## src/rtl/mem_wb_stage_pkg.sv

```systemverilog
// mem_wb_stage_pkg: EX bundle layout, memory size codes and stage payload types
package mem_wb_stage_pkg;
  localparam int EX_DATA = 107;
  localparam logic [1:0] MEM_SIZE_B = 2'b00;
  localparam logic [1:0] MEM_SIZE_H = 2'b01;
  localparam logic [1:0] MEM_SIZE_W = 2'b10;
  typedef struct packed {
    logic        mem_unsigned;
    logic [1:0]  mem_size;
    logic        mem_we;
    logic        mem_re;
    logic        rf_we;
    logic [4:0]  rd;
    logic [31:0] store_data;
    logic [31:0] alu_result;
    logic [31:0] pc;
  } ex_t;
  typedef struct packed {
    logic        mem_unsigned;
    logic [1:0]  mem_size;
    logic        mem_re;
    logic        rf_we;
    logic [4:0]  rd;
    logic [31:0] alu_result;
    logic [31:0] pc;
  } w_t;
  localparam int MEM_DATA = $bits(w_t);
endpackage

```

## src/rtl/mem_wb_stage_align.sv

```systemverilog
// mem_align: store strobe/data lane placement and load extraction with extension
module mem_align
  import mem_wb_stage_pkg::*;
(
  input  logic [1:0]  st_size,
  input  logic [1:0]  st_addr,
  input  logic [31:0] store_data,
  input  logic [1:0]  ld_size,
  input  logic        ld_unsigned,
  input  logic [1:0]  ld_addr,
  input  logic [31:0] rdata,
  output logic [3:0]  wstrb,
  output logic [31:0] wdata,
  output logic [31:0] load_value
);
  logic [7:0]  ld_b;
  logic [15:0] ld_h;
  always_comb begin
    wstrb = st_size == MEM_SIZE_B ? 4'b0001 << st_addr :
            st_size == MEM_SIZE_H ? 4'b0011 << st_addr : 4'b1111;
    wdata = st_size == MEM_SIZE_B ? {4{store_data[7:0]}} :
            st_size == MEM_SIZE_H ? {2{store_data[15:0]}} : store_data;
    ld_b = rdata[{ld_addr, 3'b000} +: 8];
    ld_h = ld_addr[1] ? rdata[31:16] : rdata[15:0];
    load_value = ld_size == MEM_SIZE_B ? {{24{~ld_unsigned & ld_b[7]}}, ld_b} :
                 ld_size == MEM_SIZE_H ? {{16{~ld_unsigned & ld_h[15]}}, ld_h} : rdata;
  end
endmodule

```

## src/rtl/mem_wb_stage.sv

```systemverilog
// mem_wb_stage: EX/MEM and MEM/WB registers with split-transaction data memory access
module mem_wb_stage
  import mem_wb_stage_pkg::*;
(
  input  logic               clk,
  input  logic               reset,
  input  logic               ex_to_mem_reg_valid,
  input  logic [EX_DATA-1:0] ex_data,
  output logic               ex_mem_reg_allow_in,
  output logic               data_req,
  output logic               data_wr,
  output logic [3:0]         data_wstrb,
  output logic [31:0]        data_addr,
  output logic [31:0]        data_wdata,
  input  logic               data_addr_ok,
  input  logic               data_data_ok,
  input  logic [31:0]        data_rdata,
  output logic [4:0]         wb_rd,
  output logic [31:0]        wb_wdata,
  output logic               wb_we,
  output logic [31:0]        debug_wb_pc
);
  ex_t         m;
  w_t          w;
  logic        m_valid;
  logic        w_valid;
  logic        w_pending;
  logic        m_is_mem;
  logic        m_ready_go;
  logic        w_ready_go;
  logic        w_allow_in;
  logic        m_to_w;
  logic [3:0]  st_wstrb;
  logic [31:0] ld_value;
  mem_align u_align (
    .st_size    (m.mem_size),
    .st_addr    (m.alu_result[1:0]),
    .store_data (m.store_data),
    .ld_size    (w.mem_size),
    .ld_unsigned(w.mem_unsigned),
    .ld_addr    (w.alu_result[1:0]),
    .rdata      (data_rdata),
    .wstrb      (st_wstrb),
    .wdata      (data_wdata),
    .load_value (ld_value)
  );
  always_comb begin
    m_is_mem = m.mem_re | m.mem_we;
    data_req = m_valid && m_is_mem && !w_pending;
    data_wr = data_req && m.mem_we;
    data_wstrb = data_wr ? st_wstrb : 4'b0000;
    data_addr = {m.alu_result[31:2], 2'b00};
    m_ready_go = !m_is_mem || (data_req && data_addr_ok);
    w_ready_go = !w_pending || data_data_ok;
    w_allow_in = !w_valid || w_ready_go;
    m_to_w = m_valid && m_ready_go && w_allow_in;
    ex_mem_reg_allow_in = !m_valid || (m_ready_go && w_allow_in);
    wb_we = w_valid && w_ready_go && w.rf_we && (w.rd != 5'd0);
    wb_rd = wb_we ? w.rd : 5'd0;
    wb_wdata = wb_we ? (w.mem_re ? ld_value : w.alu_result) : 32'd0;
    debug_wb_pc = wb_we ? w.pc : 32'd0;
  end
  always_ff @(posedge clk or posedge reset) begin
    if (reset) begin
      m_valid <= 1'b0;
      w_valid <= 1'b0;
      w_pending <= 1'b0;
      m <= '0;
      w <= '0;
    end else begin
      if (ex_mem_reg_allow_in) m_valid <= ex_to_mem_reg_valid;
      if (ex_mem_reg_allow_in && ex_to_mem_reg_valid) m <= ex_data;
      if (m_to_w) begin
        w_valid <= 1'b1;
        w_pending <= m_is_mem;
        w <= {m.mem_unsigned, m.mem_size, m.mem_re, m.rf_we, m.rd, m.alu_result, m.pc};
      end else if (w_ready_go) begin
        w_valid <= 1'b0;
        w_pending <= 1'b0;
      end
    end
  end
endmodule

```

## config.mk

```make
export PLATFORM = sky130hd
export DESIGN_NAME = mem_wb_stage
export DESIGN_NICKNAME = d
export VERILOG_FILES = /design/src/rtl/mem_wb_stage_pkg.sv /design/src/rtl/mem_wb_stage_align.sv /design/src/rtl/mem_wb_stage.sv
export SDC_FILE = /design/constraint.sdc
export NUM_CORES = 1
export LEC_CHECK = 0
export CAP_MARGIN = 40
export CORE_MARGIN = 2
export CORE_UTILIZATION = 35
export DETAILED_ROUTE_END_ITERATION = 6
export SKIP_CTS_REPAIR_TIMING = 1
export SLEW_MARGIN = 10
export SYNTH_ARGS = -nofsm -noshare
export SYNTH_HDL_FRONTEND = slang
export SYNTH_SLANG_ARGS = --single-unit
export TNS_END_PERCENT = 20
```

## constraint.sdc

```tcl
create_clock -name clk -period 9.3 [get_ports clk]
set_clock_uncertainty 0.1 [all_clocks]
set_input_delay 2.79 -clock clk [delete_from_list [all_inputs] [get_ports clk]]
set_output_delay 2.79 -clock clk [all_outputs]
set_load 0.02 [all_outputs]
```

==> summary.md, run 1 <==
| Metric | Value |
|---|---|
| Status | completed |
| Hpwl dp | around 17000 um |
| Synth Flop Type | dfrtp_1 |
| Final period utilization | roughly 89% |
| Initial antenna violation count | 0 |
| Area leader, netlist | dfrtp_1 |
| Die Span Y | 166 um |
| First-pass GRT wire length | around 37000 um |
| Syn Inst Count | between 700 and 800 |
| Worst-path fanout max | 23 |
| Placed cell count | ~1.3k |
| Avg WL per Cell | between 15 and 20 um |
| Multi-input gate area | 0.00397 mm^2 |
| Drt initial violations | between 200 and 300 |
| Async S/R FF share, synth | 100% |
| Register area share after synthesis | 50.4% |
| DRC viols | 0 |
| Most used cell, CP | clkdlybuf4s50_1 |
| Area grow syn2layout | 38.5% |
| R2R Path Start | w_valid |
| Unrepaired setup endpoints after global routing | false |
| Grt ovf | 0 |
| P_leak | roughly 5.3 nW |
| Drt via density | approximately 4.8 |
| Sequential cell area | around 0.0046 mm^2 |
| Crit Path Category | in -> out |
| Num CTS Buffers | 17 |
| Drt first pass iters | 6 |
| Slowest cell delay on critical path | around 630 ps |
| Critical Path RT | around 6400 ps |
| Hold Startpoint | m[31] |
| Post-DRT Antenna Nets | 0 |
| Max Slew Vio Count | 0 |
| Crit path arrival time | between 5000 and 6000 ps |
| Critical path's slowest cell | clkdlybuf4s50_1 |
| Slew HR | 43.5% |
| Max Cap Viol | 0 |
| CTS Root Cell | clkbuf_16 |
| Tmin final | just over 8000 ps |
| Critical Path, Cell by Cell | clkdlybuf4s50_1 > nand2b_1 > and3_1 > o21ai_2 > inv_1 > buf_4 > and2_1 > clkdlybuf4s50_1 |
| Placeable Area | ~0.026 mm^2 |
| Routed WL | roughly 25000 um |
| # rows | between 50 and 60 |
| Worst slew pin tran | 844 ps |
| Initial Util | approximately 35% |
| Worst VDD drop | 0.205 mV |
| Largest net degree at the start of global routing | 66 |
| Fillcell total | around 2.4k |
| Routed via count | about 6.3k |
| Share of the synthesized area in the top cell type | between 50% and 60% |
| Die width | roughly 170 um |
| Post-Route Utilization | around half |
| CP delay by family, top | buffers and inverters |
| Gr usage total | ~18% |
| Library cells used by synthesis | 41 |
| Critical path launch point | data_data_ok |
| Skew-Pair Late Insertion Delay | 430 ps |
| Hold Path Class | reg -> reg |
| GP Congestion | slightly below 0.8 |
| Clk buf depth | 2 |
| Vias in the first global route | 6530 |
| Final Setup Violations | 0 |
| Synthesized flop and latch total | 184 |
| TNS Setup | 0 ps |
| Number of synthesized flops with an enable pin | 0 |
| Hold Violations, Final | 0 |
| R2R setup slack | around 7000 ps |
| Syn. warnings | 0 |
| Critical Path End Type | output pin |
| Clock slew at reported path FFs | about 70 ps |
| CTS tree | done |
| Share of cells above drive strength 1 | a little over a quarter |
| WP buf/inv | 4 |
| Critical Path Start Type | input pin |
| Die area | ~0.027 mm^2 |
| Setup WS post-layout | just over 1000 ps |
| PortBufs | between 200 and 300 |
| Non-Filler Instances | around 1.3k |
| Post-Place Worst Slack | around 1000 ps |
| Final nets | around 1.1k |
| Mapped Avg Cell Area | 12.5 um^2 |
| CTS H-tree depth | 4 |
| IO Pins | 285 |
| Netlist Area Pre-Place | around 0.009 mm^2 |
| CTS Sinks | 184 |
| Antenna diodes | 0 |
| Cell Pwr Density | approximately 380 mW/mm^2 |
| Synth area leaders | dfrtp_1, mux2_2, mux2_4 |
| Max Clk Rate | roughly 120 MHz |
-- per-layer routing --
layer	up-vias	share of wire (%)	GRT usage (%)
met1	3139	42	22.8
met3	16	8.5	5.82
li1	2971	-	-
met4	0	1.3	4.19
met2	210	48	29.3
met5	-	0	0
-- cells in the mapped netlist (4+ instances only) --
master      n
inv_1       8
mux4_2      5
nand2_1    43
mux2_2    174
a211o_1     5
mux2i_1    21
and2_1     37
clkbuf_1   18
nand2b_1    5
mux2_4     30
o21ai_0    31
nor3_1      6
ha_1        4
nor2b_1     4
a21oi_1    26
o22ai_1     8
buf_2      17
nor2_1     29
buf_6       8
dfrtp_1   184
buf_4      41
-- metrics by stage --
stage	area, um^2	hold slack [ps]	total power (W)
after floorplan	9140	370	0.00317
after global placement	11900	381	0.00396
after detailed placement	12000	389	0.00402
after CTS	12700	405	0.00482
after global routing	12700	409	0.00505
final	12700	402	0.00475
-- worst paths after layout --
path | end | depth (start not counted)
worst min-delay path | w[31] | 1
worst max register to register | w[55] | 6
max in group asynchronous | m[31] | 3
worst max-delay path | debug_wb_pc[20] | 8
min in group asynchronous | w[12] | 2
worst min register to register | w[31] | 1
-- cells by family after synthesis --
| group | Yosys count | synth area share (%) |
|---|---|---|
| other | 1 | 0.0410 |
| flip-flops | 184 | 50.4 |
| adder cells (fa/ha/maj) | 4 | 0.548 |
| AO/OA/AOI/OAI | 83 | 5.41 |
| AND/OR/NAND/NOR | 134 | 7.24 |
| multiplexers | 230 | 29.9 |
| buffers and inverters | 95 | 6.48 |
-- layout make-up --
cell class              instances  area share [%]
flip-flops and latches        184            36.4
multi-input cells             453            31.3
repair buffers                295            23.8
clock buffers                  18            3.47
well taps                     335            3.31
clock inverters                14            1.42
inverters                       8           0.297
-- sequential cells by signal, summed over array words and instances, names as in the netlist --
signal / flops
m: 77
w: 74
data_addr: 30
m_valid: 1
w_pending: 1
w_valid: 1
-- report_power, final --
part | total, W | switching, W | internal [W] | leakage [nW]
Sequential | 0.00152 | 0.000300 | 0.00122 | 2.15
Clock | 0.000764 | 0.000368 | 0.000396 | 0.299
Combinational | 0.00247 | 0.00115 | 0.00132 | 2.84
-- layout by cell type, fill, tap and decap left out, types with 2 or more instances in the layout --
cell / synthesis / routed
a211o_1: 5 / 5
a211oi_1: 3 / 3
a21oi_1: 26 / 26
a31oi_1: 2 / 2
and2_1: 37 / 37
buf_16: 0 / 4
buf_4: 41 / 8
clkbuf_16: 0 / 17
clkdlybuf4s50_1: 0 / 282
clkinv_8: 0 / 4
conb_1: 1 / 2
dfrtp_1: 184 / 183
ha_1: 4 / 4
inv_1: 8 / 7
inv_6: 0 / 4
inv_8: 0 / 4
mux2_2: 174 / 174
mux2_4: 30 / 30
mux2i_1: 21 / 21
mux4_2: 5 / 5
nand2_1: 43 / 42
nand2b_1: 5 / 5
nand3b_1: 2 / 2
nor2_1: 29 / 29
nor2b_1: 4 / 4
nor3_1: 6 / 6
o21ai_0: 31 / 31
o21ai_2: 1 / 2
o22ai_1: 8 / 8
Note: power is estimated with default switching activity, not from simulation.
==> inputs of run 2 (changes only) <==
RECOVER_POWER = 50   (was unset)
==> summary.md, run 2 (synthesized netlist as in run 1, its figures left out) <==
| Metric | Value |
|---|---|
| Num CTS Buffers | 17 (unchanged) |
| Hold Violations, Final | 0 (unchanged) |
| IO Pins | 285 (unchanged) |
| Initial Util | 35.4% (unchanged) |
| First-pass GRT wire length | 37200 um (unchanged) |
| CP delay by family, top | buffers and inverters |
| Max Clk Rate | 121 MHz (+0.12%) |
| Hpwl dp | 17400 um (unchanged) |
| Max Slew Vio Count | 198 (+198) |
| Crit Path Category | in -> out |
| # rows | 59 (unchanged) |
| Vias in the first global route | 6530 (unchanged) |
| Critical Path, Cell by Cell | clkdlybuf4s50_1 > nand2b_1 > and3_1 > o21ai_2 > inv_1 > buf_4 > and2_1 > clkdlybuf4s50_1 |
| P_leak | 5.25 nW (-0.68%) |
| Final nets | 1107 (unchanged) |
| Tmin final | 8260 ps (-9.84 ps) |
| Clock slew at reported path FFs | 70 ps (about the same) |
| Critical Path Start Type | input pin |
| Critical Path End Type | output pin |
| WP buf/inv | 4 (unchanged) |
| Fillcell total | 2376 (+0.42%) |
| Die area | 0.0274 mm^2 (unchanged) |
| Placed cell count | 1275 (unchanged) |
| PortBufs | 282 (unchanged) |
| CTS Sinks | 184 (unchanged) |
| Most used cell, CP | clkdlybuf4s50_1 |
| Largest net degree at the start of global routing | 66 (unchanged) |
| DRC viols | 0 (unchanged) |
| Slowest cell delay on critical path | 630 ps (about the same) |
| Routed via count | 6376 (+0.63%) |
| TNS Setup | 0 ps (unchanged) |
| Unrepaired setup endpoints after global routing | false |
| Area grow syn2layout | 37.7% |
| Die width | 166 um (unchanged) |
| CTS H-tree depth | 4 (unchanged) |
| CTS Root Cell | clkbuf_16 |
| Worst VDD drop | 0.205 mV (about the same) |
| Violated checks | capacitance limit, slew limit |
| Hold Path Class | reg -> reg |
| Final Setup Violations | 0 (unchanged) |
| Post-DRT Antenna Nets | 0 (unchanged) |
| Max Cap Viol | 4 (+4) |
| Gr usage total | 17.8% (unchanged) |
| Worst slew pin tran | 2820 ps (+1980 ps) |
| Drt via density | 4.88 (+0.63%) |
| Crit path arrival time | 5370 ps (about the same) |
| Share of cells above drive strength 1 | 25.8% (-1.1 points) |
| Initial antenna violation count | 1 (+1) |
| Most frequent cells in the layout | clkdlybuf4s50_1, dfrtp_1, mux2_2 |
| Critical Path RT | 6410 ps (about the same) |
| Non-Filler Instances | 1307 (unchanged) |
| Final period utilization | 88.8% (-0.11 points) |
| Sequential cell area | 0.00461 mm^2 (unchanged) |
| Die Span Y | 166 um (unchanged) |
| Status | finished, violations left |
| Placeable Area | 0.0258 mm^2 (unchanged) |
| GP Congestion | 0.776 (unchanged) |
| Skew-Pair Late Insertion Delay | 430 ps (about the same) |
| Drt initial violations | 271 (+4.6%) |
| Avg WL per Cell | 18.8 um (about the same) |
| Max FFs per register | 77 (unchanged) |
| Biggest register | m |
| Drt first pass iters | 5 (-1) |
| Grt ovf | 0 (unchanged) |
| CTS tree | done |
| Clk buf depth | 2 (unchanged) |
| Antenna diodes | 0 (unchanged) |
| Multi-input gate area | 0.00391 mm^2 (-1.5%) |
| Routed WL | 24600 um (about the same) |
| Critical path's slowest cell | clkdlybuf4s50_1 |
| Cell Pwr Density | 374 mW/mm^2 (-0.23%) |
| Worst-path fanout max | 23 (unchanged) |
| Most common cell after layout, fill and taps aside | clkdlybuf4s50_1 |
| Slew HR | -89.1% (-130 points) |
[run 2: changes by cell type in the layout (fill, tap and decap cells not counted), moves of 2 or more]
cell             change
dlygate4sd3_1       +27
mux2_4               -7
buf_4                -2
clkdlybuf4s50_1     -27
mux2_1               +7
[run 2: final cells by class]
| class | count | area share (%) |
|---|---|---|
| Timing Repair Buffer | 295 | 23.9 |
| Tap cell | 335 | 3.33 |
| Clock inverter | 14 | 1.43 |
| Multi-Input combinational cell | 453 | 31.0 |
| Sequential cell | 184 | 36.6 |
| Clock buffer | 18 | 3.49 |
| Inverter | 8 | 0.249 |
[run 2: path summary, 6_finish.rpt]
kind | start | cells after the start | slack, ps | to
max in group asynchronous | reset | 3 | 3050 | m[31]
min in group asynchronous | reset | 2 | 3490 | w[12]
min reg2reg | m[27] | 1 | 390 | m[27]
min | m[27] | 1 | 390 | m[27]
max | data_data_ok | 8 | 1040 | debug_wb_pc[20]
max reg2reg | m[102] | 5 | 5760 | m[3]
[run 2: per-layer routing]
metal  part of all wire, %  vias to the layer above  global-route usage (%)
met5                 0.049                        -                       0
met4                   1.4                        2                    4.19
met3                   8.1                       19                    5.82
met2                    49                      212                    29.3
met1                    42                     3170                    22.8
li1                      -                     2973                       -
[run 2: through the flow]
stage	setup WS (ps)	util, %	instance area (um^2)	power, W	hold slack (ps)
2_1_floorplan	1410	-	9140	0.00317	370
3_3_place_gp	1080	46.1	11900	0.00396	381
3_5_place_dp	998	46.6	12000	0.00402	389
4_1_cts	984	49.0	12700	0.00482	405
5_1_grt	881	48.7	12600	0.00501	407
6_report	1040	48.7	12600	0.00471	390
[run 2: where the power goes]
group          switching, W  internal, W  leakage (nW)
clock network      0.000369     0.000396         0.299
logic               0.00114      0.00129          2.81
registers          0.000293      0.00122          2.15
==> RTL change (config.mk and constraints of run 2) <==
Register the output `data_wdata`, with the module's reset; this adds one clock of latency there. The other outputs are not delayed to match.
--- a/src/rtl/mem_wb_stage.sv
+++ b/src/rtl/mem_wb_stage.sv
@@ -20,6 +20,8 @@
   output logic               wb_we,
   output logic [31:0]        debug_wb_pc
 );
+
+  logic [31:0] data_wdata_d;
   ex_t         m;
   w_t          w;
   logic        m_valid;
@@ -41,7 +43,7 @@
     .ld_addr    (w.alu_result[1:0]),
     .rdata      (data_rdata),
     .wstrb      (st_wstrb),
-    .wdata      (data_wdata),
+    .wdata      (data_wdata_d),
     .load_value (ld_value)
   );
   always_comb begin
@@ -80,5 +82,13 @@
       end
     end
   end
+  always_ff @(posedge clk or posedge reset) begin
+    if (reset) begin
+      data_wdata <= '0;
+    end else begin
+      data_wdata <= data_wdata_d;
+    end
+  end
+
 endmodule
 
Check against the original RTL: not equivalent (Yosys sat finds a counterexample within 4 cycles, from zero or initial values and one cycle with reset high).
==> RTL change against run 2 <==
- the flow still finishes with violations (capacitance limit, slew limit)
- sequential cell count is 32 higher
- wire length is 7.3% higher
- synthesized area is 7.7% higher
- via count is 4.6% higher
- worst setup slack better by 0.024 ns
- sequential share of layout area is 3.1 points higher
- total power is 6.7% higher
- cell area is 8.1% higher
- utilization is 0.38 points higher
- critical path type unchanged
==> RTL change: results (changes against run 2) <==
Status: complete, but fails checks
Violated checks: capacitance limit, slew limit
Clock tree buffer depth: 3 (+1)
Max-Cap Viols: 4 (unchanged)
GR Util met1: 22.4% (-0.35 points)
Synth cell types: 45 (+9.8%)
Crit path capture: wb_wdata[11]
M1 WL: 11100 um (+7.3%)
Register-to-register setup slack: 5.45 ns (-0.31 ns)
Final slew viol count: 157 (-21%)
GRT Total Usage: 17.5% (-0.28 points)
Pre-CTS setup slack: 0.991 ns (-0.00731 ns)
Skew-Pair Late Insertion Delay: 0.52 ns (+0.09 ns)
Met2 WL: 12200 um (+2.4%)
Seq/Total Area, Yosys: 54.9% (+4.5 points)
Placer Congestion: 0.790 (+1.8%)
CTS buffer count: 25 (+8)
Peak Freq: 121 MHz (+0.29%)
HPWL after DPL: 18400 um (+5.8%)
Critical Path AT: 5.35 ns (-0.02 ns)
Fraction of synthesized area in multiplexers: 27.6% (-2.3 points)
Worst hold start: m[69]$_DFFE_PP0P_
First-pass GRT wire length: 40100 um (+7.7%)
Worst hold stages: 0 (-1)
Met2 Use GR: 28.3% (-1.1 points)
DR vias: 6667 (+4.6%)
WHS Endpoint: data_wdata[5]$_DFF_PP0_
Metal3 WL: 2420 um (+21%)
Post-layout nets: 1134 (+2.4%)
[RTL change: cell count changes after synthesis, sizes merged, moves of 5 or more]
cell,change
a21oi,+18
and3,+15
buf,-10
dfrtp,+32
mux2i,+5
nand2,-28
o21ai,-17
[RTL change: final cells by class]
| cell class | count | area, um2 |
|---|---|---|
| clock buffers | 34 | 729 |
| clock inverters | 10 | 57.6 |
| fillers | 2515 | 14100 |
| inverters | 9 | 35.0 |
| multi-input cells | 441 | 3910 |
| flip-flops and latches | 216 | 5410 |
| well taps | 378 | 473 |
| repair buffers | 293 | 2990 |
[RTL change: metrics by stage]
step	power, mW	area (um2)	util [%]	cells	hold WS, ns
floorplan	3.31	9850	-	742	0.299
global placement	4.08	12700	45.9	1331	0.332
detailed placement	4.15	12900	46.4	1337	0.337
CTS	5.12	13700	49.3	1381	0.350
global route	5.35	13600	49.1	1381	0.367
finish	5.03	13600	49.1	1381	0.348
[RTL change: power breakdown]
group	switching, mW	internal, mW
registers	0.338	1.43
clock network	0.390	0.547
logic	1.07	1.25
